===== src/rtl/imem_fetch_arbiter.sv =====
// Byte-serial instruction fetch for the multi-cycle CPU: assembles a big-endian word
// from four byte reads and shares the memory port with the program loader round-robin.
module imem_fetch_arbiter #(
  parameter int MEM_BYTES = 128,
  parameter int ADDR_W    = 7
) (
  input  logic              CLK,
  input  logic              Reset,
  input  logic              fetch_req,
  input  logic [31:0]       fetch_addr,
  output logic              fetch_ack,
  output logic [31:0]       fetch_data,
  output logic              fetch_err,
  input  logic              load_valid,
  input  logic [ADDR_W-1:0] load_addr,
  input  logic [7:0]        load_byte,
  output logic              load_ready,
  output logic              busy,
  output logic [ADDR_W-1:0] mem_addr,
  output logic              mem_we,
  output logic [7:0]        mem_wdata,
  input  logic [7:0]        mem_rdata
);

  localparam logic [31:0] LAST_WORD = 32'(MEM_BYTES - 4);

  typedef enum logic [1:0] {IDLE, FETCH, RESP} state_t;
  typedef enum logic {GRANT_FETCH, GRANT_LOAD} grant_t;

  state_t            state, state_nxt;
  grant_t            last_grant;
  logic [1:0]        cnt;
  logic [ADDR_W-1:0] base;
  logic [31:0]       asm_q;
  logic              load_go;
  logic              fetch_go;
  logic              addr_bad;

  assign load_ready = (state == IDLE) && !(fetch_req && (last_grant == GRANT_LOAD));
  assign load_go    = load_valid && load_ready;
  assign fetch_go   = (state == IDLE) && fetch_req && (!load_valid || (last_grant == GRANT_LOAD));
  assign addr_bad   = (fetch_addr[1:0] != 2'b00) || (fetch_addr > LAST_WORD);

  assign mem_we    = load_go;
  assign mem_wdata = load_go ? load_byte : 8'h00;
  assign mem_addr  = load_go ? load_addr : base + {{(ADDR_W-2){1'b0}}, cnt};
  assign busy      = (state != IDLE);

  always_ff @(posedge CLK or posedge Reset) begin
    if (Reset) state <= IDLE;
    else       state <= state_nxt;
  end

  always_comb begin
    state_nxt = state;
    fetch_ack = 1'b0;
    case (state)
      IDLE:    if (fetch_go) state_nxt = addr_bad ? RESP : FETCH;
      FETCH:   if (cnt == 2'd3) state_nxt = RESP;
      RESP: begin
        fetch_ack = 1'b1;
        state_nxt = IDLE;
      end
      default: state_nxt = IDLE;
    endcase
  end

  // Bytes land in asm_q lane 3-cnt; the visible result only changes on entry to RESP
  always_ff @(posedge CLK or posedge Reset) begin
    if (Reset) begin
      last_grant <= GRANT_FETCH;
      cnt        <= 2'd0;
      base       <= '0;
      asm_q      <= 32'h0;
      fetch_data <= 32'h0;
      fetch_err  <= 1'b0;
    end else begin
      if (load_go) begin
        last_grant <= GRANT_LOAD;
      end else if (fetch_go) begin
        last_grant <= GRANT_FETCH;
        base       <= fetch_addr[ADDR_W-1:0];
        cnt        <= 2'd0;
        if (addr_bad) begin
          fetch_data <= 32'h0;
          fetch_err  <= 1'b1;
        end
      end
      if (state == FETCH) begin
        asm_q[{~cnt, 3'b000} +: 8] <= mem_rdata;
        cnt <= cnt + 2'd1;
        if (cnt == 2'd3) begin
          fetch_data <= {asm_q[31:8], mem_rdata};
          fetch_err  <= 1'b0;
        end
      end
    end
  end

endmodule


===== config.mk =====
export PLATFORM = sky130hd
export DESIGN_NAME = imem_fetch_arbiter
export DESIGN_NICKNAME = d
export VERILOG_FILES = /design/src/rtl/imem_fetch_arbiter.sv
export SDC_FILE = /design/constraint.sdc
export NUM_CORES = 1
export LEC_CHECK = 0
export ABC_AREA = 0
export CAP_MARGIN = 20
export CORE_MARGIN = 2
export CORE_UTILIZATION = 40
export DETAILED_ROUTE_END_ITERATION = 7
export GPL_ROUTABILITY_DRIVEN = 0
export PLACE_DENSITY = 0.75
export SETUP_SLACK_MARGIN = 0.3
export SLEW_MARGIN = 5
export SYNTH_ARGS = -nofsm -noshare
export SYNTH_HDL_FRONTEND = slang
export SYNTH_SLANG_ARGS = --single-unit

===== constraint.sdc =====
create_clock -name CLK -period 2.05 [get_ports CLK]
set_input_delay 0.3075 -clock CLK [delete_from_list [all_inputs] [get_ports CLK]]
set_output_delay 0.3075 -clock CLK [all_outputs]
set_load 0.1 [all_outputs]

# Yosys cells after proc, flatten, opt, wreduce, memory -nomap -nowiden
# Cells that the tools add are included.
[op_classes]
mux = 23
add_sub_neg = 3
bitwise_logic = 2
eq_ne = 6
n_lt_le_gt_ge = 1
n_shift = 2
reduce_logical = 17
[ops]
columns = ["operator", "count"]
rows = [
  ["two-way mux 32 bit", 5],
  ["bitwise mux 32 bit", 1],
  ["> comparator 32 x 7 -> 1 bit (second input constant)", 1],
  ["variable shift 8 x 7 -> 32 bit (first input constant)", 1],
  ["variable part select 8 x 7 -> 32 bit", 1],
  ["two-way mux 2 bit", 6],
  ["two-way mux 1 bit", 8],
  ["two-way mux 8 bit", 1],
  ["nonzero test 2 bit", 4],
  ["adder 7 x 2 -> 7 bit", 1],
  ["two-way mux 7 bit", 1],
  ["negation 5 -> 7 bit", 1],
  ["AND reduction 2 bit", 3],
  ["logical AND 1 bit", 5],
  ["== test 2 bit (second input constant)", 2],
  ["inequality test 2 bit (second input constant)", 2],
  ["case mux 2 bit (2 select lines)", 1],
  ["adder 2 x 1 -> 2 bit (second input constant)", 1],
  ["== test 2 x 1 -> 1 bit (second input constant)", 1],
  ["zero test 1 bit", 2],
  ["zero test 2 bit", 1],
  ["logical OR 1 bit", 2],
  ["inequality test 2 x 1 -> 1 bit (second input constant)", 1],
  ["NOT 2 bit", 1],
  ["NOT 1 bit", 1],
]
[totals]
word_cells = 61
ff_bits = 77

# Depth between registers and ports, before layout
# Gate-level depths: netlist (run 1).
[depth]
depth_word = 7
ltp_mapped = 7

# Worst setup path after synthesis (run 1)
# No wires, ideal clock.
[synth_timing]
kind = "register to output"
start = "register last_grant"
end = "output mem_addr[1]"
path_slack_ns = -2.120
path_stages_with_launch = 4
arrival_ns = 3.863
cell_sequence = "dfrtp_1 > a211oi_2 > nand2_1 > a21oi_1"
[synth_via]
elab_chain_len = 5
[synth_rtl]
columns = ["element", "line", "rtl"]
rows = [
  ["start: declaration", "31", "grant_t last_grant;"],
  ["start signal: assignment", "71", "last_grant <= GRANT_FETCH;"],
  ["start signal: assignment", "79", "last_grant <= GRANT_LOAD;"],
  ["start signal: assignment", "81", "last_grant <= GRANT_FETCH;"],
  ["logical AND 1 bit", "39", "assign load_ready = (state == IDLE) && !(fetch_req && (last_grant == GRANT_LOAD));"],
  ["zero test 1 bit", "39", ""],
  ["logical AND 1 bit", "39", ""],
  ["named net load_ready", "17", "output logic load_ready,"],
  ["logical AND 1 bit", "40", "assign load_go = load_valid && load_ready;"],
  ["two-way mux 7 bit", "46", "assign mem_addr = load_go ? load_addr : base + {{(ADDR_W-2){1'b0}}, cnt};"],
  ["end: declaration", "19", "output logic [ADDR_W-1:0] mem_addr,"],
]
# The timed path passes the listed nets, and every way through them passes these cells.

# Worst setup path after layout (run 1)
[layout_timing]
start = "register cnt[0]"
end = "output mem_addr[6]"
[layout_via]
elab_chain_len = 2
[layout_rtl]
columns = ["element", "line", "rtl"]
rows = [
  ["start: declaration", "32", "logic [1:0] cnt;"],
  ["start signal: assignment", "91", "cnt <= cnt + 2'd1;"],
  ["adder 7 x 2 -> 7 bit", "46", ""],
  ["two-way mux 7 bit", "46", ""],
]
# No other way between the ends.

==> metrics, run 1 <==
largest net degree at the start of global routing=56; Worst Hold Class=in -> async; # fillers=490; leading area contributor after synthesis=dfrtp_1; # IOs=111; Critical Path, Cell by Cell=ha_2 > inv_2 > fa_2 > nand3b_1 > nor2_4 > xnor2_2 > o21ai_4 > buf_12; CTS clk-pin slew, worst paths=0.07 ns; Post-Syn Nets=roughly 360; f_max=between 400 and 500 MHz; commonest cells after routing, fill and taps aside=nand2_1, dfrtp_1, clkdlybuf4s50_1, buf_4, o21ai_1; final hold vios=0; Area growth syn-to-layout=67.9%; Pwr Density=~880 nW/um^2; row count=31; hold-fix buffers at CTS=0; most common cell after layout, fill and taps aside=nand2_1; Critical Path End Type=primary output; Post-DRT Antenna Nets=0; failing checks=negative setup slack; DRT Wirelength=8270 um; Max rail drop VDD=477 uV; final worst-path cycle share=118%; Least-Margin Pin Slew=0.436 ns; final net count=499; CP max stage delay=0.36 ns; Yosys Warn Count=0; Avg Vias per Cell=5.05; CTS buffer count=9; WHS=between 0.2 and 0.3 ns; Critical Path Fanout Max=2; first-pass GRT wire length=approximately 14000 um; Reg-to-Reg End=fetch_data[13]; CTS max path bufs=2; leakage power=2.28 nW; placed instance count=between 500 and 600; Critical Path Slowest Stage Cell=dfrtp_1; clock share of power=approximately 30%; Die Width=91.5 um; Seq pwr share=roughly 33%; Int Power=2.95 mW; Initial Util=41.8%; Overflow after GRT=0; Top delay family on crit path=adder cells; clk sink count=69; Period minus WS final=roughly 2.4 ns; clock latency on the worst-skew pair=0.34 ns; Clock Root Buffer=clkbuf_8; Sw Pwr=1.56 mW; Die Footprint=between 8000 and 9000 sq um; initial antenna violation count=0; status=finished, violations left; CP Buf/Inv Count=2; sequential share of the synthesized area=56.4%; 1st-iter DRT viols=131; DR vias=2710; count of different cell masters after synthesis=37; Switching Fraction=a little over a third; core footprint=7330 sq um; Final Power=4.51 mW; max cap viols=0; Pins Over Slew Limit=0; R2R setup slack=0.41 ns; combinational share of power=37.1%; Slew HR=70.9%; clk_skew=0.00577 ns; Yosys top cell area share=between 50 and 60%; RSZ-0062 raised after global routing=yes; drt wl/cell=15.4 um; DP HPWL=5970 um; main area contributors after synthesis=dfrtp_1, nand2_1, a22o_1; Mapped Area=3060 sq um; PnR worst setup slack=-0.368 ns; cells on worst reg2reg path=6; CP arrival=2.11 ns; CTS tree=done; # diodes=0; Post-Synthesis Cells=slightly below 300; port buffer count=110; Critical Path RT=1.74 ns; Mean Syn Cell Area=a little over 10 sq um; kind of critical path=reg -> out; number of global-route vias before repair=2809; Die Ht=between 90 and 100 um; startpoint types=register; Seq cells post-synth=between 60 and 70; DRT Pass-1 Iters=4; reg-to-reg startpoint=cnt[0]; final non-filler cell total=537; final setup vio count=6; Core Util, Final=70.2%; H-tree Lvls=3; GRT Overall Usage=between 20% and 30%; remaining routing DRC violations=0; layout cell share with drive strength beyond 1=between 30% and 40%
## registers in the layout, indices dropped and copies added, names as in the netlist
name / cells
state: 2
cnt: 2
fetch_data: 32
fetch_err: 1
asm_q: 24
base: 7
last_grant: 1
## worst max-delay path by stage
stage / endpoint / slack, ns / depth (start not counted) / from
final: mem_addr[6] / -0.37 / 8 / cnt[0]
after global routing: mem_addr[6] / -0.47 / 8 / base[0]
after CTS: mem_addr[6] / -0.33 / 8 / cnt[0]
after detailed placement: mem_addr[6] / -0.07 / 8 / cnt[0]
after global placement: mem_addr[1] / 0.02 / 6 / fetch_req
after floorplan: mem_addr[1] / -0.63 / 3 / last_grant
## cell usage after synthesis
cell type  instances
nand2b_1           2
xnor2_1            2
nor2_1             4
o21ai_1           36
a21o_1             1
and2_1             1
buf_4              1
nor3_4             1
o21ai_0            1
nand3b_1           1
a2bb2oi_1          1
inv_2              1
nor4_4             1
nor3_1             1
clkbuf_1           5
nand2_2            2
nand3_1            3
a31oi_1            1
buf_2              7
fa_1               1
and3_1             9
o22ai_1            1
nor4b_4            1
nand2_4            1
ha_1               6
and4_1             1
nand2_1           78
a22o_1            24
mux2_1             7
a211oi_2           1
nor4_1             6
nor2b_1            3
xor2_1             3
a21oi_1            5
nand4b_1           1
dfrtp_1           69
inv_1              6
## final cells by class
type	instances	area, sq um	share of cell area (%)
tap	99	124	2.41
clock inverter	6	110	2.14
multi-input combinational	206	1510	29.3
inverter	7	42.5	0.827
sequential	69	1730	33.6
clock buffer	10	138	2.68
timing repair buffer	140	1490	29.0
## power groups by stage
stage | clock (mW) | sequential [mW] | combinational (mW)
after CTS | 1.36 | 1.49 | 1.66
after floorplan | 0 | 1.49 | 0.957
after detailed placement | 0 | 1.51 | 1.57
after global placement | 0 | 1.51 | 1.56
final | 1.34 | 1.49 | 1.68
after global routing | 1.42 | 1.50 | 1.74
## per-stage QoR
stage | setup TNS, ns | cell area (sq um) | setup slack (ns)
finish | -1.32 | 5140 | -0.368
global route | -1.80 | 5140 | -0.467
CTS | -1.32 | 5050 | -0.333
detailed placement | -0.122 | 4650 | -0.0675
global placement | 0 | 4650 | 0.0239
floorplan | -7.69 | 3200 | -0.627
## per-layer routing
layer  track usage, %  share of wire [%]
met4             4.55                1.0
met5                0                  0
met3             4.65                4.9
met2             35.0                 51
met1             27.5                 43
## timing repair
action | CTS | global route
resized for setup | 29 | 9
pin swaps | 7 | 6
setup buffers | 6 | 5
setup endpoints to repair | 48 | 59
gates cloned | 1 | 0
## kinds of logic (layout without fill, tap and decap cells)
logic type	Yosys count	count (layout)	synth area share (%)
AOI/OAI and AO/OA	71	71	15.1
xor gates and xnor gates	5	5	1.43
adders and majority gates	7	7	3.10
buffers and inverters	20	163	2.86
DFF	69	69	56.4
muxes	7	7	2.57
and+or+nand+nor	116	116	18.6
No activity file was read; power rests on OpenSTA's default activity.
==> run 2, diff against run 1 <==
--- a/config.mk
+++ b/config.mk
@@ -8,10 +8,11 @@
 export ABC_AREA = 0
 export CAP_MARGIN = 20
 export CORE_MARGIN = 2
-export CORE_UTILIZATION = 40
+export CORE_UTILIZATION = 48
 export DETAILED_ROUTE_END_ITERATION = 7
 export GPL_ROUTABILITY_DRIVEN = 0
-export PLACE_DENSITY = 0.75
+export HOLD_SLACK_MARGIN = 0.1
+export PLACE_DENSITY = 0.84
 export SETUP_SLACK_MARGIN = 0.3
 export SLEW_MARGIN = 5
 export SYNTH_ARGS = -nofsm -noshare
==> constraint.sdc (replaced) <==
create_clock -name CLK -period 2.81 [get_ports CLK]
set_input_delay 0.4215 -clock CLK [delete_from_list [all_inputs] [get_ports CLK]]
set_output_delay 0.4215 -clock CLK [all_outputs]
set_load 0.1 [all_outputs]
==> run 2 against run 1 <==
  * The flow now finishes without violations
  * Wire length is 4.8% lower
  * Die area fell by 16%
  * Largest cell class unchanged
  * Largest power group is now sequential cells
  * Cell area decreased by 8.6%
==> metrics, run 2 (synthesis results as in run 1) <==
RSZ-0062 raised after global routing=yes (unchanged); Die Width=83.9 um (was 91.5 um); largest net degree at the start of global routing=70 (was 56); Slew HR=48.4% (was 70.9%); Worst Setup SP=cnt[0] (unchanged); CTS buffer count=9 (unchanged); # fillers=433 (was 490); reg-to-reg startpoint=state[0] (was cnt[0]); Critical Path RT=2.39 ns (was 1.74 ns); row count=29 (was 31); DP HPWL=5920 um (was 5970 um); pre-CTS setup slack=0.390 ns (was -0.0675 ns); core footprint=6280 sq um (was 7330 sq um); CTS max path bufs=2 (unchanged); Die Footprint=7040 sq um (was 8370 sq um); Largest regs=fetch_data: 32 flops, asm_q: 24 flops, base: 7 flops (unchanged); 1st-iter DRT viols=181 (was 131); drt wl/cell=15.9 um (was 15.4 um); port buffer count=110 (unchanged); DR vias=2642 (was 2710); first-pass GRT wire length=13200 um (was 13900 um); H-tree Lvls=3 (unchanged); DRT Pass-1 Iters=4 (unchanged); clock latency on the worst-skew pair=0.34 ns (about the same); number of global-route vias before repair=2786 (was 2809); Critical Path End Type=primary output (unchanged); Avg Vias per Cell=5.35 (was 5.05); Largest register FFs=32 (unchanged); Pins Over Slew Limit=0 (unchanged); max cap viols=0 (unchanged); final non-filler cell total=494 (was 537); Max rail drop VDD=397 uV (was 477 uV); remaining routing DRC violations=0 (unchanged); Initial Util=48.8% (was 41.8%); commonest cells after routing, fill and taps aside=nand2_1, dfrtp_1, clkdlybuf4s50_1, buf_4, o21ai_1 (unchanged); Setup TNS=0 ns (was -1.32 ns); # diodes=0 (unchanged); Core Util, Final=74.9% (was 70.2%); GRT Overall Usage=24.0% (was 20.8%); placed instance count=477 (was 509); Least-Margin Pin Slew=0.774 ns (was 0.436 ns); Area growth syn-to-layout=53.5% (was 67.9%); Biggest register=fetch_data (unchanged); final worst-path cycle share=~89%; final setup vio count=0 (was 6); CTS clk-pin slew, worst paths=0.07 ns (about the same); PnR worst setup slack=0.315 ns (was -0.368 ns); status=finished, final reports clean (was finished, violations left); initial antenna violation count=0 (unchanged); Overflow after GRT=0 (unchanged); Critical Path Fanout Max=2 (unchanged); final net count=478 (was 499); Worst Hold Class=in -> async (unchanged); Die Ht=83.9 um (was 91.5 um); clk sink count=69 (unchanged); f_max=401 MHz; CTS tree=done (unchanged); DRT Wirelength=7870 um (was 8270 um); CP arrival=2.07 ns (was 2.11 ns); Period minus WS final=2.49 ns; layout cell share with drive strength beyond 1=25.4% (was 32.9%); # IOs=111 (unchanged); leakage power=2.13 nW (was 2.28 nW); Post-DRT Antenna Nets=0 (unchanged); clk_skew=0.0111 ns (was 0.00577 ns); Pwr Density=628 nW/um^2 (was 877 nW/um^2); final hold vios=0 (unchanged); kind of critical path=reg -> out (unchanged); Clock Root Buffer=clkbuf_8 (unchanged); most common cell after layout, fill and taps aside=nand2_1 (unchanged); startpoint types=register (unchanged)
## run 2: changes by cell type in the layout (fill, tap and decap cells not counted), moves of 3 or more
cell     before  now
buf_4        55   43
and3_2        0    8
and3_4        8    0
buf_6         5    0
buf_12       22   18
ha_1          2    6
nand2_1      71   74
## run 2: through the flow
stage | total power, mW | area (sq um) | hold slack (ns)
after floorplan | 1.79 | 3190 | 0.456
final | 2.95 | 4700 | 0.455
after CTS | 2.97 | 4690 | 0.479
after global placement | 2.18 | 4490 | 0.463
after detailed placement | 2.20 | 4490 | 0.469
after global routing | 3.07 | 4700 | 0.511
## run 2: metal layers
metal / part of all wire (%) / wire (um) / up-vias / global-route usage, %
li1: - / - / 1256 / -
met1: 40 / 3110 / 1278 / 29.4
met2: 52 / 4120 / 97 / 39.7
met3: 6.6 / 523 / 11 / 6.82
met4: 1.5 / 116 / 0 / 10.1
met5: 0 / 0 / - / 0
## run 2: power by group
group / total (mW) / internal, mW / switching, mW
sequential: 1.09 / 1.04 / 0.0498
clock: 0.776 / 0.432 / 0.345
combinational: 1.09 / 0.412 / 0.682
total: 2.95 / 1.88 / 1.08
## run 2: critical path, cell delays in order (launching register included)
cell and delay [ns]:
dfrtp_1 0.36, ha_1 0.18, inv_1 0.06, fa_2 0.35
nand3b_1 0.21, nor2_2 0.12, xnor2_1 0.10, o21ai_4 0.16
buf_12 0.19
## run 2: final timing paths
check | end | slack (ns) | cells after the start
min in group CLK | fetch_err | 0.48 | 1
hold / removal | base[5] | 0.46 | 3
setup reg to reg | fetch_data[31] | 0.74 | 5
hold reg to reg | fetch_err | 0.48 | 1
setup / recovery | mem_addr[6] | 0.32 | 8
max in group asynchronous | state[1] | 2.05 | 3
## run 2: layout make-up
class	instances	area, sq um	area share, %
Multi-Input combinational cell	206	1380	29.4
Clock inverter	4	47.5	1.01
Clock buffer	12	145	3.09
Timing Repair Buffer	119	1260	26.9
Sequential cell	69	1730	36.7
Tap cell	77	96.3	2.05
Inverter	7	38.8	0.825
## run 2: timing repair
| item | in CTS | in global routing |
|---|---|---|
| setup endpoints to repair | 2 | 3 |
| hold buffers | 0 | 0 |
| pin swaps | 1 | 0 |
| resized for setup | 1 | 2 |
| buffers inserted | 1 | 0 |
==> run 3, diff against run 2 <==
--- a/config.mk
+++ b/config.mk
@@ -12,7 +12,7 @@
 export DETAILED_ROUTE_END_ITERATION = 7
 export GPL_ROUTABILITY_DRIVEN = 0
 export HOLD_SLACK_MARGIN = 0.1
-export PLACE_DENSITY = 0.84
+export PLACE_DENSITY = 0.85
 export SETUP_SLACK_MARGIN = 0.3
 export SLEW_MARGIN = 5
 export SYNTH_ARGS = -nofsm -noshare
==> run 3 against run 2 <==
  * First-iteration DRC count fell by 13%
  * Register-to-register slack got worse by 0.17 ns
  * Total power fell by 3.1%
  * Critical path depth did not move
  * Largest cell class unchanged
==> metrics, run 3 (synthesis results as in run 1) <==
Critical Path RT=2.39 ns (about the same); Critical Path, Cell by Cell=ha_2 > inv_1 > fa_2 > nand3b_1 > buf_4 > xor2_2 > o21ai_4 > buf_12 (was ha_1 > inv_1 > fa_2 > nand3b_1 > nor2_2 > xnor2_1 > o21ai_4 > buf_12); Max rail drop VDD=687 uV (was 397 uV); leakage power=2.13 nW (about the same); Top delay family on crit path=adder cells (unchanged); Least-Margin Pin Slew=0.647 ns (was 0.774 ns); Critical Path Fanout Max=2 (unchanged); Post-DRT Antenna Nets=0 (unchanged); CP Buf/Inv Count=3 (was 2); Initial Util=48.8% (unchanged); H-tree Lvls=3 (unchanged); area taken by multi-input logic gates=1400 sq um (was 1380 sq um); Area growth syn-to-layout=53.6% (was 53.5%); Sw Pwr=1.09 mW (was 1.08 mW); combinational share of power=38.8% (was 37.0%); Int Power=1.77 mW (was 1.88 mW); Die Width=83.9 um (unchanged); final setup vio count=0 (unchanged); clk_skew=0.00492 ns (was 0.0111 ns); most common cell after layout, fill and taps aside=nand2_1 (unchanged); RSZ-0062 raised after global routing=yes (unchanged); Overflow after GRT=0 (unchanged); max cap viols=0 (unchanged); Core Util, Final=74.9% (about the same); Worst Hold Class=in -> async (unchanged); DRT Pass-1 Iters=4 (unchanged); layout cell share with drive strength beyond 1=26.7% (was 25.4%); drt wl/cell=16.7 um (was 15.9 um); kind of critical path=reg -> out (unchanged); Biggest register=fetch_data (unchanged); Largest regs=fetch_data: 32 flops, asm_q: 24 flops, base: 7 flops (unchanged); GRT Overall Usage=25.1% (was 24.0%); port buffer count=110 (unchanged); reg-to-reg startpoint=state[0] (unchanged); first-pass GRT wire length=13800 um (was 13200 um); Avg Vias per Cell=5.41 (was 5.35); logic depth of the worst path, buffers included=8 (unchanged); clk sink count=69 (unchanged); Cell Area, Placed=4490 sq um (unchanged); 1st-iter DRT viols=157 (was 181); Setup TNS=0 ns (unchanged); Seq pwr share=38.0% (was 36.7%); # IOs=111 (unchanged); Critical Path Slowest Stage Cell=dfrtp_1 (unchanged); startpoint types=register (unchanged); commonest cells after routing, fill and taps aside=nand2_1, dfrtp_1, clkdlybuf4s50_1, buf_4, o21ai_1 (unchanged); Die Ht=83.9 um (unchanged); CP max stage delay=0.36 ns (about the same); clock latency on the worst-skew pair=0.35 ns (was 0.34 ns); final worst-path cycle share=91.8% (was 88.8%); DRT Wirelength=8310 um (was 7870 um); row count=29 (unchanged); # diodes=0 (unchanged); Worst Setup SP=cnt[0] (unchanged); CP arrival=2.16 ns (was 2.07 ns); CTS max path bufs=2 (unchanged); final hold vios=0 (unchanged); cells on worst reg2reg path=5 (unchanged); post-route cell area=4700 sq um (about the same); DP HPWL=5950 um (was 5920 um); Switching Fraction=38.2% (was 36.4%); CTS buffer count=9 (unchanged); CTS clk-pin slew, worst paths=0.07 ns (about the same); largest net degree at the start of global routing=41 (was 70); final non-filler cell total=497 (was 494); Largest register FFs=32 (unchanged); WHS=0.483 ns (was 0.455 ns); Clock Root Buffer=clkbuf_8 (unchanged); number of global-route vias before repair=2802 (was 2786); clock share of power=23.2% (was 26.3%); f_max=388 MHz (was 401 MHz); CTS tree=done (unchanged); FF/Latch Area=1730 sq um (unchanged); placed instance count=477 (unchanged); Pwr Density=608 nW/um^2 (was 628 nW/um^2); # fillers=422 (was 433); Critical Path End Type=primary output (unchanged); Period minus WS final=2.58 ns (was 2.49 ns); core footprint=6280 sq um (unchanged); status=finished, final reports clean (unchanged); DR vias=2691 (was 2642); Die Footprint=7040 sq um (unchanged); final net count=481 (was 478); Slew HR=56.8% (was 48.4%); remaining routing DRC violations=0 (unchanged); initial antenna violation count=0 (unchanged); Pins Over Slew Limit=0 (unchanged)
## run 3: per-stage QoR
stage          total power, mW  worst slack (ns)
6_report                  2.86             0.231
3_5_place_dp              2.20             0.446
5_1_grt                   2.96             0.159
4_1_cts                   2.87             0.278
3_3_place_gp              2.18             0.494
2_1_floorplan             1.79            0.0189
## run 3: what timing repair did
action                     4_1_cts  5_1_grt
gates resized for setup          1        5
pin swaps                        2        2
buffers inserted                 2        2
gates cloned                     0        0
setup endpoints to repair        2        4
hold buffers                     0        0
## run 3: routing by layer
layer  up-vias  GRT usage, %  part of all wire, %
met1      1307          31.6                   38
li1       1260             -                    -
met4         0          9.68                  2.1
met2       104          42.6                   54
met5         -             0                    0
met3        20          5.14                  5.9
## run 3: worst paths after layout
kind | end | slack (ns)
hold reg to reg | fetch_err | 0.49
hold / removal | base[5] | 0.48
max in group asynchronous | fetch_data[14] | 1.70
min in group CLK | fetch_err | 0.49
setup / recovery | mem_addr[4] | 0.23
setup reg to reg | fetch_data[15] | 0.57
## run 3: power groups by stage
stage | logic (mW) | registers [mW] | clock network, mW
after floorplan | 0.697 | 1.09 | 0
after global placement | 1.08 | 1.10 | 0
after detailed placement | 1.10 | 1.10 | 0
after CTS | 1.11 | 1.08 | 0.677
after global routing | 1.15 | 1.10 | 0.717
final | 1.11 | 1.09 | 0.665
## run 3: layout make-up
cell class              count  area share [%]
clock buffers              11            2.79
repair buffers            122            27.3
flip-flops and latches     69            36.7
clock inverters             5           0.585
multi-input cells         206            29.7
inverters                   7           0.824
well taps                  77            2.05
